--- src/rtl/alu_pipe_pkg.sv ---
// Shared definitions for alu_pipe: opcode encoding, status flag bit positions,
// FSM state type and the parity helper.
package alu_pipe_pkg;

    typedef enum logic [4:0] {
        OP_ADD   = 5'd0,
        OP_ADC   = 5'd1,
        OP_SUB   = 5'd2,
        OP_SBB   = 5'd3,
        OP_INC   = 5'd4,
        OP_DEC   = 5'd5,
        OP_AND   = 5'd6,
        OP_OR    = 5'd7,
        OP_XOR   = 5'd8,
        OP_NOT   = 5'd9,
        OP_SHL1  = 5'd10,
        OP_SHR1  = 5'd11,
        OP_SAR1  = 5'd12,
        OP_ROL1  = 5'd13,
        OP_ROR1  = 5'd14,
        OP_PASSA = 5'd15,
        OP_CMP   = 5'd16,
        OP_MUL   = 5'd17
    } opcode_e;

    localparam int FLAG_CF = 5;
    localparam int FLAG_ZF = 4;
    localparam int FLAG_NF = 3;
    localparam int FLAG_VF = 2;
    localparam int FLAG_PF = 1;
    localparam int FLAG_AF = 0;

    typedef enum logic [1:0] {
        ST_IDLE = 2'd0,
        ST_BUSY = 2'd1,
        ST_HOLD = 2'd2
    } state_e;

    function automatic logic even_parity8(input logic [7:0] v);
        return ~^v;
    endfunction

endpackage

--- src/rtl/alu_pipe_mul.sv ---
// Iterative shift-add unsigned multiplier: one partial product per cycle.
// done is asserted combinationally during the last iteration with the full product.
module alu_pipe_mul
    import alu_pipe_pkg::*;
#(
    parameter int WIDTH = 16
) (
    input  logic               clk,
    input  logic               rst_n,
    input  logic               i_start,
    input  logic [WIDTH-1:0]   i_a,
    input  logic [WIDTH-1:0]   i_b,
    output logic               o_done,
    output logic [2*WIDTH-1:0] o_product
);

    localparam int CW = $clog2(WIDTH);
    localparam logic [CW-1:0] LAST = CW'(WIDTH - 1);

    logic               r_busy;
    logic [CW-1:0]      r_cnt;
    logic [2*WIDTH-1:0] r_acc;
    logic [2*WIDTH-1:0] r_mcand;
    logic [WIDTH-1:0]   r_mplier;
    logic [2*WIDTH-1:0] w_next_acc;

    assign w_next_acc = r_mplier[0] ? (r_acc + r_mcand) : r_acc;
    assign o_done     = r_busy && (r_cnt == LAST);
    assign o_product  = w_next_acc;

    always_ff @(posedge clk) begin
        if (!rst_n) begin
            r_busy   <= 1'b0;
            r_cnt    <= '0;
            r_acc    <= '0;
            r_mcand  <= '0;
            r_mplier <= '0;
        end else if (i_start) begin
            r_busy   <= 1'b1;
            r_cnt    <= '0;
            r_acc    <= '0;
            r_mcand  <= {{WIDTH{1'b0}}, i_a};
            r_mplier <= i_b;
        end else if (r_busy) begin
            if (r_cnt == LAST) begin
                r_busy <= 1'b0;
            end else begin
                r_acc    <= w_next_acc;
                r_mcand  <= r_mcand << 1;
                r_mplier <= r_mplier >> 1;
                r_cnt    <= r_cnt + 1'b1;
            end
        end
    end

endmodule

--- src/rtl/alu_pipe.sv ---
// Pipelined ALU with valid/ready handshake on both sides and a registered result.
// Define ALU_PIPE_MUL_EN to implement opcode 17 (MUL) with the iterative multiplier.
module alu_pipe
    import alu_pipe_pkg::*;
#(
    parameter int WIDTH = 16
) (
    input  logic             clk,
    input  logic             rst_n,
    input  logic             in_valid,
    output logic             in_ready,
    input  logic [WIDTH-1:0] A,
    input  logic [WIDTH-1:0] B,
    input  logic [4:0]       F,
    input  logic             Cin,
    output logic             out_valid,
    input  logic             out_ready,
    output logic [WIDTH-1:0] Result,
    output logic [5:0]       Status,
    output logic             err
);

    localparam int W1 = WIDTH + 1;

    state_e           r_state;
    state_e           w_next;
    logic [WIDTH-1:0] r_result;
    logic [5:0]       r_status;
    logic             r_err;

    logic             w_accept;
    logic             w_start;
    logic [WIDTH-1:0] w_opb;
    logic             w_cin;
    logic             w_sub;
    logic [WIDTH:0]   w_sum;
    logic             w_af_arith;
    logic             w_vf_arith;
    logic [WIDTH-1:0] w_res;
    logic [WIDTH-1:0] w_fres;
    logic             w_cf;
    logic             w_vf;
    logic             w_af;
    logic             w_err;
    logic             w_is_mul;
    logic [5:0]       w_status;

    assign in_ready  = (r_state == ST_IDLE) || ((r_state == ST_HOLD) && out_ready);
    assign out_valid = (r_state == ST_HOLD);
    assign w_accept  = in_valid && in_ready;
    assign w_start   = w_accept && w_is_mul;
    assign Result    = r_result;
    assign Status    = r_status;
    assign err       = r_err;

    // One shared WIDTH+1 adder/subtractor serves every arithmetic opcode.
    always_comb begin
        w_opb = B;
        w_cin = 1'b0;
        w_sub = 1'b0;
        case (F)
            OP_ADC:         w_cin = Cin;
            OP_SUB, OP_CMP: w_sub = 1'b1;
            OP_SBB: begin
                w_sub = 1'b1;
                w_cin = Cin;
            end
            OP_INC:         w_opb = WIDTH'(1);
            OP_DEC: begin
                w_opb = WIDTH'(1);
                w_sub = 1'b1;
            end
            default: ;
        endcase
        if (w_sub)
            w_sum = {1'b0, A} - {1'b0, w_opb} - W1'(w_cin);
        else
            w_sum = {1'b0, A} + {1'b0, w_opb} + W1'(w_cin);
        // Carry/borrow into bit 4 equals the carry/borrow out of bit 3.
        w_af_arith = A[4] ^ w_opb[4] ^ w_sum[4];
        if (w_sub)
            w_vf_arith = (A[WIDTH-1] != w_opb[WIDTH-1]) && (w_sum[WIDTH-1] != A[WIDTH-1]);
        else
            w_vf_arith = (A[WIDTH-1] == w_opb[WIDTH-1]) && (w_sum[WIDTH-1] != A[WIDTH-1]);
    end

    always_comb begin
        w_res    = '0;
        w_cf     = 1'b0;
        w_vf     = 1'b0;
        w_af     = 1'b0;
        w_err    = 1'b0;
        w_is_mul = 1'b0;
        case (F)
            OP_ADD, OP_ADC, OP_SUB, OP_SBB, OP_INC, OP_DEC: begin
                w_res = w_sum[WIDTH-1:0];
                w_cf  = w_sum[WIDTH];
                w_vf  = w_vf_arith;
                w_af  = w_af_arith;
            end
            OP_CMP: begin
                w_res = A;
                w_cf  = w_sum[WIDTH];
                w_vf  = w_vf_arith;
                w_af  = w_af_arith;
            end
            OP_AND:   w_res = A & B;
            OP_OR:    w_res = A | B;
            OP_XOR:   w_res = A ^ B;
            OP_NOT:   w_res = ~A;
            OP_PASSA: w_res = A;
            OP_SHL1: begin
                w_res = {A[WIDTH-2:0], 1'b0};
                w_cf  = A[WIDTH-1];
            end
            OP_SHR1: begin
                w_res = {1'b0, A[WIDTH-1:1]};
                w_cf  = A[0];
            end
            OP_SAR1: begin
                w_res = {A[WIDTH-1], A[WIDTH-1:1]};
                w_cf  = A[0];
            end
            OP_ROL1: begin
                w_res = {A[WIDTH-2:0], A[WIDTH-1]};
                w_cf  = A[WIDTH-1];
            end
            OP_ROR1: begin
                w_res = {A[0], A[WIDTH-1:1]};
                w_cf  = A[0];
            end
`ifdef ALU_PIPE_MUL_EN
            OP_MUL:   w_is_mul = 1'b1;
`endif
            default:  w_err = 1'b1;
        endcase
        // CMP reports the flags of the difference while returning A.
        w_fres   = (F == OP_CMP) ? w_sum[WIDTH-1:0] : w_res;
        w_status = '0;
        if (!w_err) begin
            w_status[FLAG_CF] = w_cf;
            w_status[FLAG_ZF] = (w_fres == '0);
            w_status[FLAG_NF] = w_fres[WIDTH-1];
            w_status[FLAG_VF] = w_vf;
            w_status[FLAG_PF] = even_parity8(w_fres[7:0]);
            w_status[FLAG_AF] = w_af;
        end
    end

`ifdef ALU_PIPE_MUL_EN
    logic               w_mul_done;
    logic [2*WIDTH-1:0] w_mul_product;
    logic [5:0]         w_mul_status;
    logic               w_mul_hi_nz;

    alu_pipe_mul #(.WIDTH(WIDTH)) u_mul (
        .clk       (clk),
        .rst_n     (rst_n),
        .i_start   (w_start),
        .i_a       (A),
        .i_b       (B),
        .o_done    (w_mul_done),
        .o_product (w_mul_product)
    );

    always_comb begin
        w_mul_hi_nz           = |w_mul_product[2*WIDTH-1:WIDTH];
        w_mul_status          = '0;
        w_mul_status[FLAG_CF] = w_mul_hi_nz;
        w_mul_status[FLAG_VF] = w_mul_hi_nz;
        w_mul_status[FLAG_ZF] = (w_mul_product[WIDTH-1:0] == '0);
        w_mul_status[FLAG_NF] = w_mul_product[WIDTH-1];
        w_mul_status[FLAG_PF] = even_parity8(w_mul_product[7:0]);
    end
`endif

    always_comb begin
        w_next = r_state;
        case (r_state)
            ST_IDLE, ST_HOLD: begin
                if (w_accept)
                    w_next = w_start ? ST_BUSY : ST_HOLD;
                else if (r_state == ST_HOLD && out_ready)
                    w_next = ST_IDLE;
            end
            ST_BUSY: begin
`ifdef ALU_PIPE_MUL_EN
                if (w_mul_done)
                    w_next = ST_HOLD;
`else
                w_next = ST_IDLE;
`endif
            end
            default: w_next = ST_IDLE;
        endcase
    end

    always_ff @(posedge clk) begin
        if (!rst_n) begin
            r_state  <= ST_IDLE;
            r_result <= '0;
            r_status <= '0;
            r_err    <= 1'b0;
        end else begin
            r_state <= w_next;
            if (w_accept && !w_is_mul) begin
                r_result <= w_res;
                r_status <= w_status;
                r_err    <= w_err;
            end
`ifdef ALU_PIPE_MUL_EN
            else if (r_state == ST_BUSY && w_mul_done) begin
                r_result <= w_mul_product[WIDTH-1:0];
                r_status <= w_mul_status;
                r_err    <= 1'b0;
            end
`endif
        end
    end

endmodule

--- config.mk ---
export PLATFORM = sky130hd
export DESIGN_NAME = alu_pipe
export DESIGN_NICKNAME = d
export VERILOG_FILES = /design/src/rtl/alu_pipe_pkg.sv /design/src/rtl/alu_pipe_mul.sv /design/src/rtl/alu_pipe.sv
export SDC_FILE = /design/constraint.sdc
export NUM_CORES = 1
export LEC_CHECK = 0
export CORE_MARGIN = 2
export CORE_UTILIZATION = 39
export CTS_BUF_LIST = sky130_fd_sc_hd__clkbuf_8
export CTS_CLUSTER_SIZE = 16
export DETAILED_ROUTE_END_ITERATION = 7
export REMOVE_ABC_BUFFERS = 1
export SLEW_MARGIN = 30
export SYNTH_ARGS = -nofsm -noshare
export SYNTH_HDL_FRONTEND = slang
export SYNTH_HIERARCHICAL = 1
export SYNTH_SLANG_ARGS = --single-unit
--- constraint.sdc ---
create_clock -name clk -period 6.2 [get_ports clk]
set_clock_uncertainty 0.15 [all_clocks]
set_input_delay 1.86 -clock clk [delete_from_list [all_inputs] [get_ports clk]]
set_output_delay 1.86 -clock clk [all_outputs]
set_load 0.01 [all_outputs]
Yosys cells after proc, flatten, opt, wreduce, memory -nomap -nowiden
Index checks and enable logic that the tools add are counted.
Storage, ports and cells
  output and inout port bits: 25
  register bits: 24
  logic and storage cells: 68
  input bits: 42
Cells by class
  bitwise operators: 6
  equal/unequal tests: 19
  add/subtract/negate cells: 4
  reduce and logical (&&, ||, !) cells: 21
  muxes and demuxes: 14
Operators with widths (count)
  16-bit case mux with 11 select lines: 1
  5-bit by 4-bit equality test with 1-bit output (second input constant): 8
  16-bit two-way mux: 2
  5-bit by 3-bit equality test with 1-bit output (second input constant): 4
  16-bit by 16-bit adder with 17-bit output: 1
  17-bit by 1-bit adder with 17-bit output: 1
  17-bit two-way mux: 1
  17-bit OR reduction: 1
  16-bit by 16-bit subtractor with 17-bit output: 1
  17-bit by 1-bit subtractor with 17-bit output: 1
  16-bit bitwise AND: 1
  16-bit zero test: 1
  16-bit NOT: 1
  16-bit bitwise OR: 1
  16-bit bitwise XOR: 1
  5-bit by 2-bit equality test with 1-bit output (second input constant): 2
  2-bit OR reduction: 5
  8-bit XNOR reduction: 1
  7-bit OR reduction: 1
  1-bit two-way mux: 6
  6-bit two-way mux: 1
  6-bit OR reduction: 1
  5-bit by 1-bit equality test with 1-bit output (second input constant): 1
  5-bit equality test (second input constant): 1
  13 further kinds: 19

Longest topological paths before layout
Gate-level depths: netlist of the first run.
  depth after elaboration: 11
  depth in mapped cells: 23
  gate-level depth less buffers: 21

Worst setup path before layout of the first run
Ideal clock, no wire load.
  kind: input to register
  start point: input F[2]
  end point: register r_status[4] (netlist: Status[4])
  data required time: 5963 ps
  path buffers: 4
  stages on the path: 18
  arrival: 5871 ps
  path slack: 92 ps
  setup time: 87 ps
  cells stage by stage: clkbuf_1 -> clkbuf_1 -> and3_1 -> clkbuf_1 -> clkbuf_1 -> nor2_1 -> ha_1 -> inv_1 -> ha_1 -> a21oi_1 -> nor2b_1 -> a211oi_2 -> o311a_1 -> or3_1 -> a31oi_1 -> o211ai_1 -> o31a_1 -> o31ai_1
On the way
  word-level cells in the longest chain between the ends: 10
  elaborated cells on any way between the ends: 35
  those cells by class: add/sub (4); eq/ne (16); mux (7); reduce/logical (8)
RTL lines
  from (decl): line alu_pipe.sv:14  | input logic [4:0] F,
  5-bit by 3-bit equality test with 1-bit output: line alu_pipe.sv:61, alu_pipe.sv:94
  2-bit OR reduction (no source line)
  16-bit two-way mux: line alu_pipe.sv:61  | case (F)
  16-bit by 16-bit adder with 17-bit output / 16-bit by 16-bit subtractor with 17-bit output (equally long branches): line alu_pipe.sv:78, alu_pipe.sv:76
  17-bit by 1-bit adder with 17-bit output / 17-bit by 1-bit subtractor with 17-bit output (equally long branches): line alu_pipe.sv:78, alu_pipe.sv:76
  17-bit two-way mux: line alu_pipe.sv:75  | if (w_sub)
  16-bit case mux with 11 select lines: line alu_pipe.sv:94  | case (F)
  16-bit two-way mux: line alu_pipe.sv:138  | w_fres = (F == OP_CMP) ? w_sum[WIDTH-1:0] : w_res;
  16-bit zero test: line alu_pipe.sv:142  | w_status[FLAG_ZF] = (w_fres == '0);
  6-bit two-way mux *: line alu_pipe.sv:140  | if (!w_err) begin
  to (signal assigned): line alu_pipe.sv:208  | r_status <= w_status;
  to (decl): line alu_pipe.sv:28  | logic [5:0] r_status;
Every way passes the cells marked *; elsewhere a longest branch is shown, timed or not.
A chain may end at the register's enable or synchronous reset.

Worst setup path after layout of the first run
  start point: input F[4]
  end point: register r_status[4] (netlist: Status[4])
Same word-level chain as after synthesis.

==> results of run 1 <==
cells by family (layout without fill, tap and decap cells):
kind of cell / Yosys count / count (layout)
and+or+nand+nor: 225 / 225
AOI/OAI and AO/OA: 208 / 208
buffers and inverters: 109 / 199
adders and majority gates: 85 / 85
xor gates and xnor gates: 24 / 24
DFF: 24 / 24
muxes: 10 / 10
cell usage in the layout (no fill, tap or decap), drive strengths merged, types with 4 or more instances in the layout:
master and n:
o21bai 4, o21a 6, inv 78, buf 50, xnor2 21, nor3 21
or3 9, nor2 83, nor2b 9, nand2 48, a222oi 4, and3 5
a21oi 39, o311a 4, o311ai 7, nand4 4, ha 81, dfxtp 24
and2 5, a211oi 13, a22oi 12, clkbuf 4, nand2b 9, o211ai 11
o2111ai 4, a221oi 10, fa 4, clkdlybuf4s50 66, nor4 4, o211a 5
mux2i 7, nand3 13, o21ai 48, a31oi 9
stage by stage:
stage	hold WS, ns	instances
floorplan	0.3305	655
global placement	0.2995	918
detailed placement	0.3192	918
CTS	0.3314	922
global route	0.3573	922
finish	0.3218	922
critical path: cells and delay by family:
kind | cells | cell delay [ns]
AOI/OAI and AO/OA | 7 | 1.63
buffers and inverters | 2 | 0.48
adders and majority gates | 2 | 0.84
and+or+nand+nor | 5 | 1.14
sequential cells by signal, indices dropped and copies added, names as in the netlist:
register / cells
r_state: 1
Status: 6
err: 1
Result: 16
area by class of cell:
class	count	share of cell area, %
clock buffer	4	0.9169
inverter	79	4.939
multi-input combinational	552	65.83
sequential	24	8.002
tap	147	3.063
timing repair buffer	116	17.25
metal layers:
| layer | global-route usage [%] | share of wire (%) | vias up |
|---|---|---|---|
| li1 | - | - | 2637 |
| met3 | 0.8434 | 6.7 | 29 |
| met4 | 6.908 | 2.7 | 0 |
| met1 | 35.51 | 47 | 2530 |
| met5 | 0 | 0 | - |
| met2 | 40.55 | 44 | 235 |
worst paths after layout:
kind	from	to	slack, ns	depth (start not counted)
max	F[4]	Status[4]	0.27	16
min	Status[3]	Status[3]	0.32	2
max reg2reg	r_state[1]	Status[4]	3.76	5
min reg2reg	Status[3]	Status[3]	0.32	2
power groups by stage:
stage	clock, W	sequential [W]	combinational (W)
after floorplan	0	0.000182	0.000346
after global placement	0	0.000176	0.000555
after detailed placement	0	0.000177	0.000560
after CTS	0.000109	0.000173	0.000563
after global routing	0.000112	0.000175	0.000635
final	0.000106	0.000173	0.000577
timing repair:
item | in CTS | in global routing
setup buffers | 0 | 0
setup endpoints to repair | 0 | 1
resized for setup | 0 | 6
hold endpoints to repair | 0 | 0
==> impl_metrics.csv, run 1 <==
group,metric,value,unit
status,status,"finished clean",
synth,netlist_area,4812,um2
power_and_ir_drop,ir_drop,0.00006556,V
power_and_ir_drop,p_comb_share,67.4,%
synth,synthAdderAreaFrac,22.72,%
drt,drc_errors,0,
clock_network,clk_latency,0.27,ns
synth,synthXorXnorAreaFrac,4.368,%
die,io-pin-count,67,
clock_network,cts-root-buf,"clkbuf_8",
global_route,grt_pass1_wl,26100,um
timing,setup_viol,0,
die,die_w,115.1,um
placed_design,hpwl,13580,um
global_route,grt_max_degree,23,
synth,ys.warnings.count,6,
timing,slew_viol_final,0,
synth,avgSynthCellArea,7.025,um2
global_route,overflow,0,
synth,ys_dominant_reg_cell,"dfxtp_1",
timing,slew_headroom,35.90,%
synth,ys_seq_area_share,9.984,%
clock_network,clk_path_buf_depth,2,
worst_setup_path,crit_slowest_cell,"clkdlybuf4s50_1",
placed_design,portBuffers,66,
flow_run,max_cap_violations,0,
clock_network,clkTransAtPathRegs,0.08,ns
layout,fin_util,49.99,%
synth,synth_cell_types,65,
synth,synth.area.top_cells,"ha_1 21%, dfxtp_1 10%, nor2_1 6.5%",
drt,wirelength,16640,um
synth,ys_ff_latch,24,
power_and_ir_drop,power.switching,0.0003771,W
timing,period_needed,5.926,ns
timing,tns,0,ns
power_and_ir_drop,p_per_area,142.6,nW/um2
power_and_ir_drop,p_seq_share,20.2,%
worst_setup_path,crit_arrival,5.94,ns
synth,synth_top_area_share,21.06,%
layout,fin_area,6005,um2
worst_setup_path,cp-start-kind,"primary input",
global_route,antenna_found_initial,0,
synth,muxShareOfSynthArea,2.158,%
layout,layout-drive-gt1-share,9.290,%
layout,multi_input_area,3953,um2
global_route,grt_pass1_vias,5005,
drt,ant_nets,0,
placed_design,place_congestion,0.9484,
die,core_area,12010,um2
die,dieArea,13240,um2
synth,yosys.area.top_type,"ha_1",
power_and_ir_drop,total_power,0.0008563,W
synth,synth_top_family_by_area,"compound AO/OA/AOI/OAI gates",
worst_setup_path,endpoint_kind,"register",
worst_setup_path,worstPathCellList,"clkdlybuf4s50_1, nor2_1, and3_1, or2_2, inv_1, fa_1, fa_1, o21bai_1, a2111oi_0, or3_1, a211o_1, and3_1, o31ai_1, o21ai_0, o31a_1, o31ai_1",
synth,synth-simple-area-share,22.05,%
placed_design,place_ws,-0.003935,ns
synth,synthTopCellsByCount,"83 x nor2_1, 81 x ha_1, 78 x inv_1",
synth,synth_most_common_cell,"nor2_1",
power_and_ir_drop,leakage,2.724,nW
drt,post_drt_wl_per_cell,18.05,um
drt,firstDrtPassIters,7,
placed_design,placed_area,5924,um2
synth,synth_edf_count,0,
power_and_ir_drop,pwr-share-clk,12.4,%
die,start_util,40.06,%
power_and_ir_drop,cellInternalPower,0.0004792,W
layout,fillCellCount,1216,
timing,period_share,95.58,%
timing,worst_pin_slew,0.9466,ns
layout,fin_nets,903,
drt,drt_iter0_drc,505,
drt,vias,5431,
min_path,hp-class,"register to register",
clock_network,cts_tree,"built",
clock_network,h-tree-depth,1,
worst_setup_path,slowest_delay,0.43,ns
global_route,grtUsageTotal,24.73,%
layout,area_growth_syn_to_layout,24.78,%
clock_network,clock-sinks,24,
worst_setup_path,timing_worst_setup_path_type,"primary input to register",
die,rows,40,
synth,synth-compound-area-share,30.19,%
drt,via_per_inst,5.890,
worst_setup_path,required,6.22,ns
synth,async_reset_ff_share,0,%
timing,hold_viol,0,
layout,num_antenna_cells,0,
timing,max_freq,168.8,MHz
clock_network,cts-buffers-inserted,3,
worst_setup_path,crit_fanout,3,
timing,grt_setup_unrepaired,"no",
layout,seq_area,480.5,um2
timing,setup_slack,0.2741,ns
die,dieHeight,115.1,um
clock_network,ctsHoldBuffers,0,
power_and_ir_drop,swShare,44.04,%
synth,netlist_instances,685,
(Power assumes the default switching activity.)
==> run 2, diff against run 1 <==
Settings changed: CORE_UTILIZATION 39 to 30, SETUP_SLACK_MARGIN from default to 0.2.
==> impl_metrics.csv, run 2 (synthesis gave the netlist of run 1 again) <==
group,metric,value,unit
timing,hold_viol,0,
die,io-pin-count,67,
layout,area_growth_syn_to_layout,29.02,%
timing,hold-worst-slack,0.3233,ns
power_and_ir_drop,total_power,0.0009208,W
drt,ant_nets,0,
layout,fin_nets,905,
layout,mostFrequentLayoutCell,"nor2_1",
clock_network,clk_path_buf_depth,2,
clock_network,cts-buffers-inserted,3,
drt,drt_iter0_drc,476,
die,start_util,30.51,%
layout,layout-drive-gt1-share,11.33,%
worst_setup_path,cp-start-kind,"primary input",
power_and_ir_drop,leakage,2.786,nW
timing,slew_viol_final,0,
timing,tns,0,ns
drt,vias,5391,
clock_network,clock-sinks,24,
status,status,"finished clean",
timing,period_share,92.00,%
worst_setup_path,endpoint_kind,"register",
global_route,grt_pass1_wl,26970,um
timing,worst_pin_slew,0.9076,ns
layout,num_antenna_cells,0,
clock_network,clk_latency,0.28,ns
placed_design,hpwl,13680,um
die,dieArea,17070,um2
clock_network,clkTransAtPathRegs,0.10,ns
worst_setup_path,crit_arrival,5.72,ns
placed_design,place_congestion,1.010,
timing,grt_setup_unrepaired,"no",
timing,period_needed,5.704,ns
clock_network,cts-root-buf,"clkbuf_8",
die,core_area,15770,um2
drt,wirelength,17150,um
timing,max_freq,175.3,MHz
global_route,grt_max_degree,24,
die,rows,46,
drt,drc_errors,0,
clock_network,cts_tree,"built",
timing,slew_headroom,39.49,%
die,die_w,130.7,um
drt,via_per_inst,5.429,
drt,post_drt_wl_per_cell,17.27,um
clock_network,h-tree-depth,1,
flow_run,max_cap_violations,0,
worst_setup_path,required,6.21,ns
global_route,antenna_found_initial,0,
global_route,grt_pass1_vias,5002,
global_route,grtUsageTotal,20.19,%
worst_setup_path,timing_worst_setup_path_type,"primary input to register",
drt,firstDrtPassIters,5,
min_path,hp-class,"register to register",
layout,layout_common_cells,"81 x nor2_1, 79 x ha_1, 77 x inv_1",
worst_setup_path,crit_fanout,3,
clock_network,ctsHoldBuffers,0,
timing,setup_viol,0,
global_route,overflow,0,
die,dieHeight,130.7,um
placed_design,portBuffers,66,
layout,largest_reg_flops,16,
power_and_ir_drop,ir_drop,0.0001062,V
power_and_ir_drop,p_per_area,148.3,nW/um2
==> run 2: changes by cell type in the layout (fill, tap and decap cells not counted), sizes merged <==
cell	delta
clkbuf	-1
buf	+2
dlymetal6s2s	+3
bufinv	+1
clkdlybuf4s50	-3
==> run 2: report_power, final <==
part / switching [W] / internal [W]
sequential: 0.00000662 / 0.000167
clock: 0.0000604 / 0.0000866
combinational: 0.000329 / 0.000271
==> run 2: final cells by class <==
type	instances	area [um2]
fillers	1681	9562
multi-input cells	552	4031
repair buffers	118	1059
flip-flops and latches	24	480.5
inverters	79	296.5
well taps	216	270.3
clock buffers	3	41.29
clock inverters	1	30.03
==> run 2: timing repair <==
item | in CTS | in global routing
buffers inserted | 0 | 3
gates resized for setup | 0 | 24
endpoints found under the setup margin | 0 | 3
==> run 2: critical path: stages <==
cell and delay (ns):
clkdlybuf4s50_1 0.47, inv_1 0.05, and3_4 0.15, or2_2 0.30
inv_2 0.07, fa_2 0.45, ha_2 0.19, o211a_1 0.23
a211oi_4 0.26, buf_4 0.17, o21bai_1 0.06, xor2_1 0.17
a21oi_1 0.11, o21ai_1 0.22, o21ai_1 0.11, ha_1 0.34
xnor2_2 0.14, xnor2_1 0.12, a22oi_1 0.15, nor2_1 0.06
==> run 2: worst paths after layout <==
kind                                  from        end  slack (ns)  depth (start not counted)
worst min-delay path             Status[3]  Status[3]        0.32                          2
worst min register to register   Status[3]  Status[3]        0.32                          2
worst max register to register  r_state[1]  Status[4]        3.80                          5
worst max-delay path                  F[1]  Status[1]        0.50                         20
==> run 2: metrics by stage <==
step                      utilization, %  cells  instance area [um2]  setup slack (ns)
after floorplan                        -    655                 4698            0.5459
after global placement             38.15    986                 6016           0.07548
after detailed placement           38.17    986                 6020           0.02428
after CTS                          38.62    990                 6091            0.3187
after global routing               39.37    993                 6208            0.2432
final                              39.37    993                 6208            0.4957
==> run 2: routing by layer <==
metal	vias up	track usage, %	share of wire [%]
met4	0	5.444	2.7
li1	2650	-	-
met1	2475	28.84	45
met5	-	0	0
met3	37	2.321	7.8
met2	229	32.23	44
==> run 3, diff against run 2 <==
Settings changed: ABC_AREA from default to 1.
==> impl_metrics.csv, run 3 <==
group,metric,value,unit
synth,ys.warnings.count,6,
placed_design,placed_cells,1219,
synth,synth_top_area_share,19.36,%
timing,hold_viol,0,
synth,netlist_area,5234,um2
placed_design,hpwl,14610,um
timing,slew_headroom,40.77,%
clock_network,cts-root-buf,"clkbuf_8",
synth,netlist_instances,905,
synth,ys_ff_latch,24,
status,status,"finished clean",
worst_setup_path,crit_arrival,5.82,ns
global_route,grt_max_degree,27,
global_route,grt_pass1_wl,28490,um
worst_setup_path,crit_top_cell,"a21oi_2",
worst_setup_path,crit_fanout,4,
drt,via_per_inst,4.864,
synth,ys_seq_area_share,9.180,%
worst_setup_path,slowest_delay,0.48,ns
clock_network,clock-sinks,24,
synth,yosys.area.top_type,"ha_1",
min_path,min_from,"Status[2]",
power_and_ir_drop,p_per_area,135.4,nW/um2
synth,synth.area.top_cells,"ha_1 19%, nand2_1 18%, inv_1 13%",
die,dieHeight,136.1,um
timing,max_freq,173.4,MHz
global_route,grtUsageTotal,19.29,%
worst_setup_path,timing_worst_setup_path_type,"primary input to register",
layout,fin_area,6641,um2
timing,worst_pin_slew,0.8875,ns
drt,drt_iter0_drc,440,
worst_setup_path,startpoint,"F[2]",
layout,mostFrequentLayoutCell,"nand2_1",
layout,layout-drive-gt1-share,11.33,%
layout,fin_nets,1134,
layout,finalNonFillerCells,1231,
drt,wirelength,18010,um
worst_setup_path,endpoint_kind,"register",
worst_setup_path,reg2reg_slack,3.85,ns
synth,synthTopCellsByCount,"256 x nand2_1, 175 x inv_1, 84 x nor2_1",
die,core_area,17180,um2
timing,slew_viol_final,0,
drt,drc_errors,0,
layout,area_growth_syn_to_layout,26.89,%
drt,post_drt_wl_per_cell,14.63,um
clock_network,clk_latency,0.26,ns
synth,synth_most_common_cell,"nand2_1",
global_route,grt_pass1_vias,5542,
die,dieArea,18520,um2
timing,tns,0,ns
die,rows,48,
synth,synth_edf_count,0,
drt,ant_nets,0,
placed_design,place_congestion,0.9977,
synth,avgSynthCellArea,5.783,um2
clock_network,h-tree-depth,1,
timing,setup_viol,0,
die,io-pin-count,67,
drt,vias,5987,
die,die_w,136.1,um
min_path,hp-class,"register to register",
timing,hold-worst-slack,0.3234,ns
die,start_util,30.47,%
power_and_ir_drop,ir_drop,0.00007603,V
timing,period_share,93.01,%
timing,grt_setup_unrepaired,"no",
clock_network,clkTransAtPathRegs,0.08,ns
flow_run,max_cap_violations,0,
global_route,overflow,0,
synth,async_reset_ff_share,0,%
layout,fin_util,38.67,%
power_and_ir_drop,leakage,3.602,nW
worst_setup_path,cp-start-kind,"primary input",
clock_network,cts-buffers-inserted,3,
worst_setup_path,crit_slowest_cell,"clkdlybuf4s50_1",
placed_design,placed_area,6365,um2
layout,largest_reg_flops,16,
placed_design,portBuffers,66,
drt,firstDrtPassIters,5,
layout,num_antenna_cells,0,
worst_setup_path,required,6.25,ns
layout,layout_common_cells,"254 x nand2_1, 170 x inv_1, 78 x nor2_1",
synth,synth_cell_types,49,
synth,ys_dominant_reg_cell,"dfxtp_1",
worst_setup_path,reg2reg_from,"r_state[1]",
clock_network,cts_tree,"built",
global_route,antenna_found_initial,0,
clock_network,clk_path_buf_depth,2,
timing,period_needed,5.767,ns
==> run 3: cell types whose count changed after synthesis, moves of 11 or more <==
cell | previous run | this run
xnor2_1 | 21 | 6
o22ai_1 | 0 | 14
a22oi_1 | 12 | 0
inv_1 | 78 | 175
nor3_1 | 21 | 7
nand3_1 | 13 | 68
a211oi_1 | 11 | 0
nand2_1 | 48 | 256
clkbuf_1 | 25 | 5
==> run 3: cell type report <==
cell class                      instances  area, um2
Inverter                              183      696.9
Clock buffer                            4      55.05
Fill cell                            1919      10540
Multi-Input combinational cell        683       4101
Sequential cell                        24      480.5
Timing Repair Buffer                  112       1026
Tap cell                              225      281.5
==> run 3: metal layers <==
layer	vias up	track usage, %	wire length [um]
li1	3078	-	-
met1	2694	27.57	8444
met2	193	31.16	8092
met3	22	2.013	1193
met4	0	4.225	282
met5	-	0	0
==> run 3: critical path, delay by kind of cell <==
family | cells | cell delay [ns]
and+or+nand+nor | 11 | 1.45
adders and majority gates | 3 | 0.69
buffers and inverters | 8 | 1.09
AOI/OAI and AO/OA | 7 | 0.69
==> run 3: cells by family (layout without fill, tap and decap cells) <==
family | Yosys count | count (layout) | share of synthesized area [%]
AOI/OAI and AO/OA | 131 | 131 | 14.92
and+or+nand+nor | 455 | 455 | 37.82
DFF | 24 | 24 | 9.180
xor gates and xnor gates | 11 | 11 | 1.841
buffers and inverters | 198 | 299 | 15.16
muxes | 1 | 1 | 0.1913
adders and majority gates | 85 | 85 | 20.89
==> run 3: report_power, final <==
part,switching (W),internal [W],total [W]
clock,0.0000491,0.0000567,0.000106
combinational,0.000363,0.000258,0.000621
sequential,0.00000589,0.000167,0.000172
==> run 3: final timing paths <==
check         endpoint  cells after the start
min reg2reg  Status[2]                      2
max reg2reg  Result[5]                      6
max          Status[4]                     29
min          Status[2]                      2
==> run 3: timing repair <==
item                       CTS  global route
pin swaps                    0             8
setup buffers                0             8
hold buffers                 0             0
setup endpoints to repair    1             2
hold endpoints to repair     0             0
resized for setup            2            41
==> run 3: through the flow <==
step / setup slack (ns) / power [W]
floorplan: 0.6409 / 0.0005417
global placement: -0.02249 / 0.0007564
detailed placement: -0.1617 / 0.0007574
CTS: 0.2336 / 0.0008662
global route: 0.1699 / 0.0009824
finish: 0.4333 / 0.0008992
